File: src/rtl/ram_readback_tx_if.sv
// Bundles the start/status, RAM read port and UART line of the frame readback transmitter.
// The master side is the transmitter; the slave side is the host logic and RAM around it.
interface ram_readback_tx_if #(
    parameter int ADDR_WIDTH = 12
);
    logic                  start;
    logic [ADDR_WIDTH-1:0] start_addr;
    logic [ADDR_WIDTH-1:0] length;
    logic [ADDR_WIDTH-1:0] ram_address;
    logic                  ram_read_enable;
    logic [7:0]            ram_data_in;
    logic                  tx_out;
    logic                  busy;
    logic                  done;
    logic [ADDR_WIDTH-1:0] bytes_sent;

    modport master (
        input  start, start_addr, length, ram_data_in,
        output ram_address, ram_read_enable, tx_out, busy, done, bytes_sent
    );

    modport slave (
        output start, start_addr, length, ram_data_in,
        input  ram_address, ram_read_enable, tx_out, busy, done, bytes_sent
    );
endinterface

File: src/rtl/ram_readback_tx.sv
// Reads a span of frame RAM and sends it as one 8N1 UART packet: header, data bytes, XOR checksum.
// The next data byte is prefetched during the stop bit of the byte currently on the line.
module ram_readback_tx #(
    parameter int                          UART_TICKS_WIDTH   = 7,
    parameter logic [UART_TICKS_WIDTH-1:0] UART_TICKS_PER_BIT = 7'd65,
    parameter int                          ADDR_WIDTH         = 12,
    parameter logic [7:0]                  HEADER_BYTE        = 8'h44
) (
    input  logic               clk_in,
    input  logic               reset,
    ram_readback_tx_if.master  bus
);
    typedef enum logic [2:0] {S_IDLE, S_HDR, S_DATA, S_CSUM, S_DONE} state_t;

    localparam logic [UART_TICKS_WIDTH-1:0] TICK_LAST = UART_TICKS_PER_BIT - 1'b1;
    localparam logic [UART_TICKS_WIDTH-1:0] TICK_ONE  = 1;
    localparam logic [ADDR_WIDTH-1:0]       ADDR_ONE  = 1;

    state_t                      state_reg, state_next;
    logic [UART_TICKS_WIDTH-1:0] tick_reg;
    logic [3:0]                  bit_reg;
    logic [7:0]                  shift_reg;
    logic [7:0]                  next_byte_reg;
    logic [7:0]                  csum_reg;
    logic [ADDR_WIDTH-1:0]       len_reg;
    logic [ADDR_WIDTH-1:0]       fetch_addr_reg;
    logic [ADDR_WIDTH-1:0]       fetch_cnt_reg;
    logic [ADDR_WIDTH-1:0]       bytes_sent_reg;
    logic [ADDR_WIDTH-1:0]       ram_address_reg;
    logic                        rre_reg;
    logic                        capture_reg;

    logic       sending, bit_end, byte_end, accept, prefetch, last_data;
    logic [2:0] data_idx;

    always_ff @(posedge clk_in or negedge reset) begin
        if (!reset) state_reg <= S_IDLE;
        else        state_reg <= state_next;
    end

    always_comb begin
        sending    = (state_reg == S_HDR) || (state_reg == S_DATA) || (state_reg == S_CSUM);
        bit_end    = sending && (tick_reg == TICK_LAST);
        byte_end   = bit_end && (bit_reg == 4'd9);
        accept     = (state_reg == S_IDLE) && bus.start;
        last_data  = (bytes_sent_reg + ADDR_ONE) == len_reg;
        // Fetch early in the stop bit so the byte is captured well before the next start bit.
        prefetch   = ((state_reg == S_HDR) || (state_reg == S_DATA)) && (bit_reg == 4'd9)
                     && (tick_reg == '0) && (fetch_cnt_reg != len_reg);
        state_next = state_reg;
        case (state_reg)
            S_IDLE:  if (bus.start) state_next = S_HDR;
            S_HDR:   if (byte_end) state_next = (len_reg == '0) ? S_CSUM : S_DATA;
            S_DATA:  if (byte_end && last_data) state_next = S_CSUM;
            S_CSUM:  if (byte_end) state_next = S_DONE;
            S_DONE:  state_next = S_IDLE;
            default: state_next = S_IDLE;
        endcase
    end

    always_ff @(posedge clk_in or negedge reset) begin
        if (!reset) begin
            tick_reg        <= '0;
            bit_reg         <= '0;
            shift_reg       <= '0;
            next_byte_reg   <= '0;
            csum_reg        <= '0;
            len_reg         <= '0;
            fetch_addr_reg  <= '0;
            fetch_cnt_reg   <= '0;
            bytes_sent_reg  <= '0;
            ram_address_reg <= '0;
            rre_reg         <= 1'b0;
            capture_reg     <= 1'b0;
        end else begin
            rre_reg     <= prefetch;
            capture_reg <= rre_reg;
            if (accept) begin
                len_reg        <= bus.length;
                fetch_addr_reg <= bus.start_addr;
                fetch_cnt_reg  <= '0;
                bytes_sent_reg <= '0;
                csum_reg       <= '0;
                shift_reg      <= HEADER_BYTE;
                tick_reg       <= '0;
                bit_reg        <= '0;
            end else if (sending) begin
                if (bit_end) begin
                    tick_reg <= '0;
                    if (bit_reg == 4'd9) begin
                        bit_reg   <= '0;
                        shift_reg <= (state_next == S_CSUM) ? csum_reg : next_byte_reg;
                        if (state_reg == S_DATA) bytes_sent_reg <= bytes_sent_reg + ADDR_ONE;
                    end else begin
                        bit_reg <= bit_reg + 4'd1;
                    end
                end else begin
                    tick_reg <= tick_reg + TICK_ONE;
                end
            end
            if (prefetch) begin
                ram_address_reg <= fetch_addr_reg;
                fetch_addr_reg  <= fetch_addr_reg + ADDR_ONE;
                fetch_cnt_reg   <= fetch_cnt_reg + ADDR_ONE;
            end
            // Every fetched byte is a data byte, so fold it into the checksum on capture.
            if (capture_reg) begin
                next_byte_reg <= bus.ram_data_in;
                csum_reg      <= csum_reg ^ bus.ram_data_in;
            end
        end
    end

    assign data_idx            = bit_reg[2:0] - 3'd1;
    assign bus.tx_out          = !sending ? 1'b1 :
                                 (bit_reg == 4'd0) ? 1'b0 :
                                 (bit_reg == 4'd9) ? 1'b1 : shift_reg[data_idx];
    assign bus.busy            = sending;
    assign bus.done            = (state_reg == S_DONE);
    assign bus.ram_address     = ram_address_reg;
    assign bus.ram_read_enable = rre_reg;
    assign bus.bytes_sent      = bytes_sent_reg;
endmodule

File: src/flat_wrapper.sv
// flat-port wrapper written by rule: the top's interface ports become plain ports
module ram_readback_tx_flat 
#(
    parameter int                          UART_TICKS_WIDTH   = 7,
    parameter logic [UART_TICKS_WIDTH-1:0] UART_TICKS_PER_BIT = 7'd65,
    parameter int                          ADDR_WIDTH         = 12,
    parameter logic [7:0]                  HEADER_BYTE        = 8'h44
)
  (clk_in, reset, bus_start, bus_start_addr, bus_length, bus_ram_data_in, bus_ram_address, bus_ram_read_enable, bus_tx_out, bus_busy, bus_done, bus_bytes_sent);
  ram_readback_tx_if #(.ADDR_WIDTH(ADDR_WIDTH)) bus_i ();
  input  logic clk_in;
  input  logic reset;
  input wire logic [$bits(bus_i.start)-1:0] bus_start;
  input wire logic [$bits(bus_i.start_addr)-1:0] bus_start_addr;
  input wire logic [$bits(bus_i.length)-1:0] bus_length;
  input wire logic [$bits(bus_i.ram_data_in)-1:0] bus_ram_data_in;
  output wire logic [$bits(bus_i.ram_address)-1:0] bus_ram_address;
  output wire logic [$bits(bus_i.ram_read_enable)-1:0] bus_ram_read_enable;
  output wire logic [$bits(bus_i.tx_out)-1:0] bus_tx_out;
  output wire logic [$bits(bus_i.busy)-1:0] bus_busy;
  output wire logic [$bits(bus_i.done)-1:0] bus_done;
  output wire logic [$bits(bus_i.bytes_sent)-1:0] bus_bytes_sent;
  assign bus_i.start = bus_start;
  assign bus_i.start_addr = bus_start_addr;
  assign bus_i.length = bus_length;
  assign bus_i.ram_data_in = bus_ram_data_in;
  assign bus_ram_address = bus_i.ram_address;
  assign bus_ram_read_enable = bus_i.ram_read_enable;
  assign bus_tx_out = bus_i.tx_out;
  assign bus_busy = bus_i.busy;
  assign bus_done = bus_i.done;
  assign bus_bytes_sent = bus_i.bytes_sent;
  ram_readback_tx #(.UART_TICKS_WIDTH(UART_TICKS_WIDTH), .UART_TICKS_PER_BIT(UART_TICKS_PER_BIT), .ADDR_WIDTH(ADDR_WIDTH), .HEADER_BYTE(HEADER_BYTE)) u_core (.clk_in(clk_in), .reset(reset), .bus(bus_i));
endmodule
File: config.mk
export PLATFORM = sky130hd
export DESIGN_NAME = ram_readback_tx_flat
export DESIGN_NICKNAME = d
export VERILOG_FILES = /design/src/rtl/ram_readback_tx_if.sv /design/src/rtl/ram_readback_tx.sv /design/src/flat_wrapper.sv
export SDC_FILE = /design/constraint.sdc
export NUM_CORES = 1
export LEC_CHECK = 0
export ABC_AREA = 1
export CORE_MARGIN = 4
export CORE_UTILIZATION = 56
export DETAILED_ROUTE_END_ITERATION = 8
export PLACE_DENSITY = 0.8
export SLEW_MARGIN = 25
export SYNTH_ARGS = -nofsm -noshare
export SYNTH_HDL_FRONTEND = slang
export SYNTH_SLANG_ARGS = --single-unit
File: constraint.sdc
create_clock -name clk_in -period 2.61 [get_ports clk_in]
set_input_delay 0.522 -clock clk_in [delete_from_list [all_inputs] [get_ports clk_in]]
set_output_delay 0.522 -clock clk_in [all_outputs]
set_load 0.1 [all_outputs]
Word level (Yosys, flattened, before mapping). Index checks and enable logic that the tools add are counted.

Bits of input ports: 35. Bits in registers: 100. Output and inout bits: 28.

Bitwise operators: 1. $add $sub $neg: 6. Muxes and demuxes: 34. Equal/unequal tests: 9. Reductions and logical operators: 22. Order comparisons: 1.

Operators with widths (number): $mux 12 (9); $mux 8 (7); $add 12x1->12 const B (3); $mux 7 (3); $mux 4 (4); $eq 12x12->1 (1); $logic_not 12->1 (1); $mux 3 (4); $ne 12x12->1 (1); $pmux 3 s4 (1); $reduce_bool 2->1 (6); $eq 3x2->1 const B (3); $xor 8x8->8 (1); $add 7x1->7 const B (1); $eq 7x7->1 const B (1); $logic_and 1x1->1 (7); $logic_not 7->1 (1); $mux 1 (5); $add 4x1->4 const B (1); $eq 4x4->1 const B (1); $logic_not 4->1 (1); $lt 3x4->1 const B (1); $reduce_and 4->1 (1); $bmux 1 s3 (1); 7 further kinds (8).

Longest topological paths before layout. Gate-level depths: netlist of run 1.

Depth in word-level cells: 14. Gate-level depth with buffers: 18. Depth with buffers taken out: 18.

Worst setup path after synthesis of run 1. OpenSTA, ideal clock, no wires.

Kind: register -> output. Start: reg u_core.bit_reg[0]. End: out bus_tx_out. Buffers on the path: 0. Data required time: 2.088 ns. Path slack: -1.303 ns. Arrival time: 3.391 ns. Cell stages (with the launch flop): 9. Path through: dfrtp_1 -> inv_1 -> ha_1 -> inv_1 -> a21oi_1 -> o21ai_0 -> a21oi_1 -> a311oi_1 -> o21ai_0.

Word-level cells in the longest chain between the ends: 6.

Ends and longest elaborated chain: start, declared (line ram_readback_tx.sv:21) `logic [3:0] bit_reg;`; start signal, assigned (line ram_readback_tx.sv:95) `bit_reg <= bit_reg + 4'd1;`; $sub 3x1->3 (line ram_readback_tx.sv:114) `assign data_idx = bit_reg[2:0] - 3'd1;`; $bmux 1 s3 (line ram_readback_tx.sv:117) `(bit_reg == 4'd9) ? 1'b1 : shift_reg[data_idx];`; $mux 1 (not written as such) (line ram_readback_tx.sv:117); $mux 1 (line ram_readback_tx.sv:117); $mux 1 (*) (line ram_readback_tx.sv:116) `(bit_reg == 4'd0) ? 1'b0 :`; $mux 1 (*) (line ram_readback_tx.sv:115) `assign bus.tx_out = !sending ? 1'b1 :`; end, declared (line flat_wrapper.sv:19) `output wire logic [$bits(bus_i.tx_out)-1:0] bus_tx_out;`.

Every way passes the cells marked *; elsewhere a longest branch is shown, timed or not. The select of a mux whose other input is x is not followed.

Final worst setup path of run 1. Same ends and word-level chain as after synthesis.

==> results of run 1 <==
-- critical path, stage by stage (launching register included) --
cell and delay (ns):
dfrtp_2 0.40, inv_4 0.06, ha_4 0.28, inv_2 0.05, a21oi_1 0.10, o21ai_1 0.10, a21oi_2 0.17, a311oi_2 0.06
o21ai_2 0.22, buf_12 0.20
-- cell type report --
type	count	area, sq um	share of cell area [%]
flip-flops and latches	100	2506	39.38
multi-input cells	471	2462	38.69
repair buffers	73	655.6	10.30
inverters	93	351.6	5.525
well taps	129	161.4	2.536
clock buffers	11	141.4	2.222
clock inverters	5	85.08	1.337
-- synth_stat cells (5+ instances only) --
cell type	count	share of area (%)
inv_2	7	0.49
clkbuf_1	7	0.49
o22ai_1	14	1.6
nor3_1	8	0.75
nand4_1	7	0.82
nand2_1	167	12
o221ai_1	5	0.82
xor2_1	25	4.1
o21ai_0	64	6.0
inv_1	86	6.0
dfrtp_1	100	47
a21oi_1	19	1.8
ha_1	8	1.9
nor2_1	43	3.0
nand3_1	73	6.8
-- worst paths after layout --
check / from / to / depth (start not counted)
setup / recovery: u_core.bit_reg[0] / bus_tx_out / 9
hold / removal: reset / u_core.len_reg[11] / 1
setup reg to reg: u_core.bit_reg[0] / u_core.shift_reg[5] / 13
hold reg to reg: u_core.bus.ram_read_enable / u_core.capture_reg / 0
max in group asynchronous: reset / u_core.bit_reg[0] / 2
min in group clk_in: u_core.bus.ram_read_enable / u_core.capture_reg / 0
-- through the flow --
| stage | instances | cell area [sq um] | util, % | setup slack [ns] | hold slack, ns |
|---|---|---|---|---|---|
| 6_report | 882 | 6364 | 68.54 | 0.06619 | 0.07172 |
| 5_1_grt | 882 | 6364 | 68.54 | -0.02658 | 0.07650 |
| 4_1_cts | 881 | 6344 | 68.33 | 0.01381 | 0.07320 |
| 3_5_place_dp | 864 | 6090 | 65.59 | 0.1790 | 0.3827 |
| 3_3_place_gp | 864 | 6090 | 65.59 | 0.3283 | 0.3994 |
| 2_1_floorplan | 678 | 5353 | - | -0.02009 | 0.2264 |
-- cell families (layout without fill, tap and decap cells) --
kind of cell	count (synthesis)	count (layout)	synth area share [%]
AND/OR/NAND/NOR	321	321	27.06
AO/OA/AOI/OAI	115	115	12.04
buffers and inverters	107	182	7.754
flip-flops	100	100	46.85
XOR/XNOR	27	27	4.427
adder cells (fa/ha/maj)	8	8	1.874
-- layout by cell type, fill, tap and decap left out, drive strengths merged, types with 5 or more instances in the layout --
cell	count
nand2	171
dfrtp	100
inv	93
nand3	74
o21ai	68
nor2	48
buf	40
clkdlybuf4s50	33
xor2	25
a21oi	20
o22ai	14
clkbuf	11
nor3	9
nand4	8
ha	8
o221ai	5
-- power groups by stage --
stage / Combinational (W) / Sequential [W] / Clock (W)
2_1_floorplan: 0.000000662 / 0.00158 / 0
3_3_place_gp: 0.0000885 / 0.00158 / 0
3_5_place_dp: 0.0000890 / 0.00158 / 0
4_1_cts: 0.0000899 / 0.00155 / 0.00113
5_1_grt: 0.0000968 / 0.00155 / 0.00120
6_report: 0.0000875 / 0.00155 / 0.00110
-- what timing repair did --
action / 4_1_cts / 5_1_grt
endpoints found under the setup margin: 1 / 7
setup buffers: 1 / 1
pin swaps: 1 / 3
resized for setup: 3 / 11
-- layer usage --
layer / track usage (%) / up-vias
met5: 0 / -
met4: 6.938 / 0
met2: 39.94 / 165
li1: - / 2362
met3: 6.736 / 29
met1: 31.96 / 2306
==> metrics.md, run 1 <==
| Metric | Value |
|---|---|
| Min-Delay Path Class | primary input to asynchronous set/reset pin |
| Yosys reg bits | 100 |
| DR pass1 iterations | 5 |
| Layout fillers | 761 |
| Nets | 791 |
| Sink Count | 100 |
| Clock share of power | 40.3% |
| Pins Over Slew Limit | 0 |
| Area growth, synth to finish | 19.14% |
| Switching power share of the total | a little over a fifth |
| 1st-iter DRT viols | 282 |
| Int Power | 0.002166 W |
| Synth Instances | 678 |
| GRT Util Overall | 24.42% |
| Yosys cell types | 39 |
| R2r setup slk | between 0.2 and 0.25 ns |
| Switch Pwr | about 0.00057 W |
| DR WL/cell | 14.98 um |
| Fmax | around 0.39 GHz |
| Row count | 35 |
| Post-DP HPWL | about 9600 um |
| Global-route wire length before repair | 22090 um |
| Number of top-level pins | 63 |
| Crit-path max FO | 5 |
| Effective utilization at floorplan | 57.53% |
| Setup TNS | 0 ns |
| Max-cap viol count | 0 |
| Reg power frac | between 50% and 60% |
| Port Buf Inserts | between 60 and 70 |
| Total gr overflow | 0 |
| Critical path class | flip-flop to output port |
| Worst skew pair latency | 0.37 ns |
| Clk pin slew, worst setup/hold paths | 0.10 ns |
| Worst EP required | between 2 and 2.5 ns |
| Final Setup Violations | 0 |
| Status | finished, final reports clean |
| Core Region | 9284 sq um |
| CTS tree | built |
| Via/cell ratio | ~5.5 |
| Wl on met1 | 5654 um |
| Die H | 105.7 um |
| Routed met3 length | 848 um |
| Final hold vios | 0 |
| Leakage | 3.207 nW |
| EDFF count, synth | 0 |
| H-tree depth | 3 |
| Power Total | ~0.0027 W |
| Syn Nets | 721 |
| Layout cells sized above 1 | between 10% and 20% |
| CTS Buffer Depth | 2 |
| Combinational share of power | 3.2% |
| Hold buffers post-CTS | 0 |
| Drt total wl | 13210 um |
| Skew final | about 0.011 ns |
| Vias | 4862 |
| Power Dens Cells | 430.5 nW/um^2 |
| Startpoint types | flip-flop |
| Worst slew pin tran | 0.5733 ns |
| Final min period | 2.544 ns |
| Synth Warn # | 0 |
| Top_reg_cell synth | dfrtp_1 |
| Die X | 105.7 um |
| Ant. Diodes | 0 |
| Top Layer Used | met4 |
| Die area | 11170 sq um |
| Clk root buf | clkbuf_8 |
| Initial antenna violation count | 0 |
| RePlAce Congestion | 0.9335 |
| Residual DRC count | 0 |
| Max IR drop VDD | 0.4392 mV |
| Critical path arrival | about 2.0 ns |
| Largest net degree at the start of global routing | 47 |
| Critical path capture point type | output port |
| Post-synth ARST share | 100.0% |
| Syn_area_per_cell | 7.878 sq um |
| Netlist Area Pre-Place | 5341 sq um |
| Slew headroom | between 60% and 70% |
| Num CTS Buffers | 9 |
| Seq/Total Area, Yosys | 46.85% |
| ANT nets after route | 0 |
| Final period util | 97.46% |
| Met2 routed WL | 6460 um |
| Vias in the first global route | ~4.7k |
(Power assumes the default switching activity.)
==> inputs of run 2 (changes only) <==
--- a/config.mk
+++ b/config.mk
@@ -8,9 +8,11 @@
 export ABC_AREA = 1
 export CORE_MARGIN = 4
 export CORE_UTILIZATION = 56
+export CTS_CLUSTER_SIZE = 28
 export DETAILED_ROUTE_END_ITERATION = 8
 export PLACE_DENSITY = 0.8
 export SLEW_MARGIN = 25
 export SYNTH_ARGS = -nofsm -noshare
 export SYNTH_HDL_FRONTEND = slang
 export SYNTH_SLANG_ARGS = --single-unit
+export TNS_END_PERCENT = 100
==> results of run 2 <==
Same layout as run 1: the final DEF is identical, and so are final timing and power.
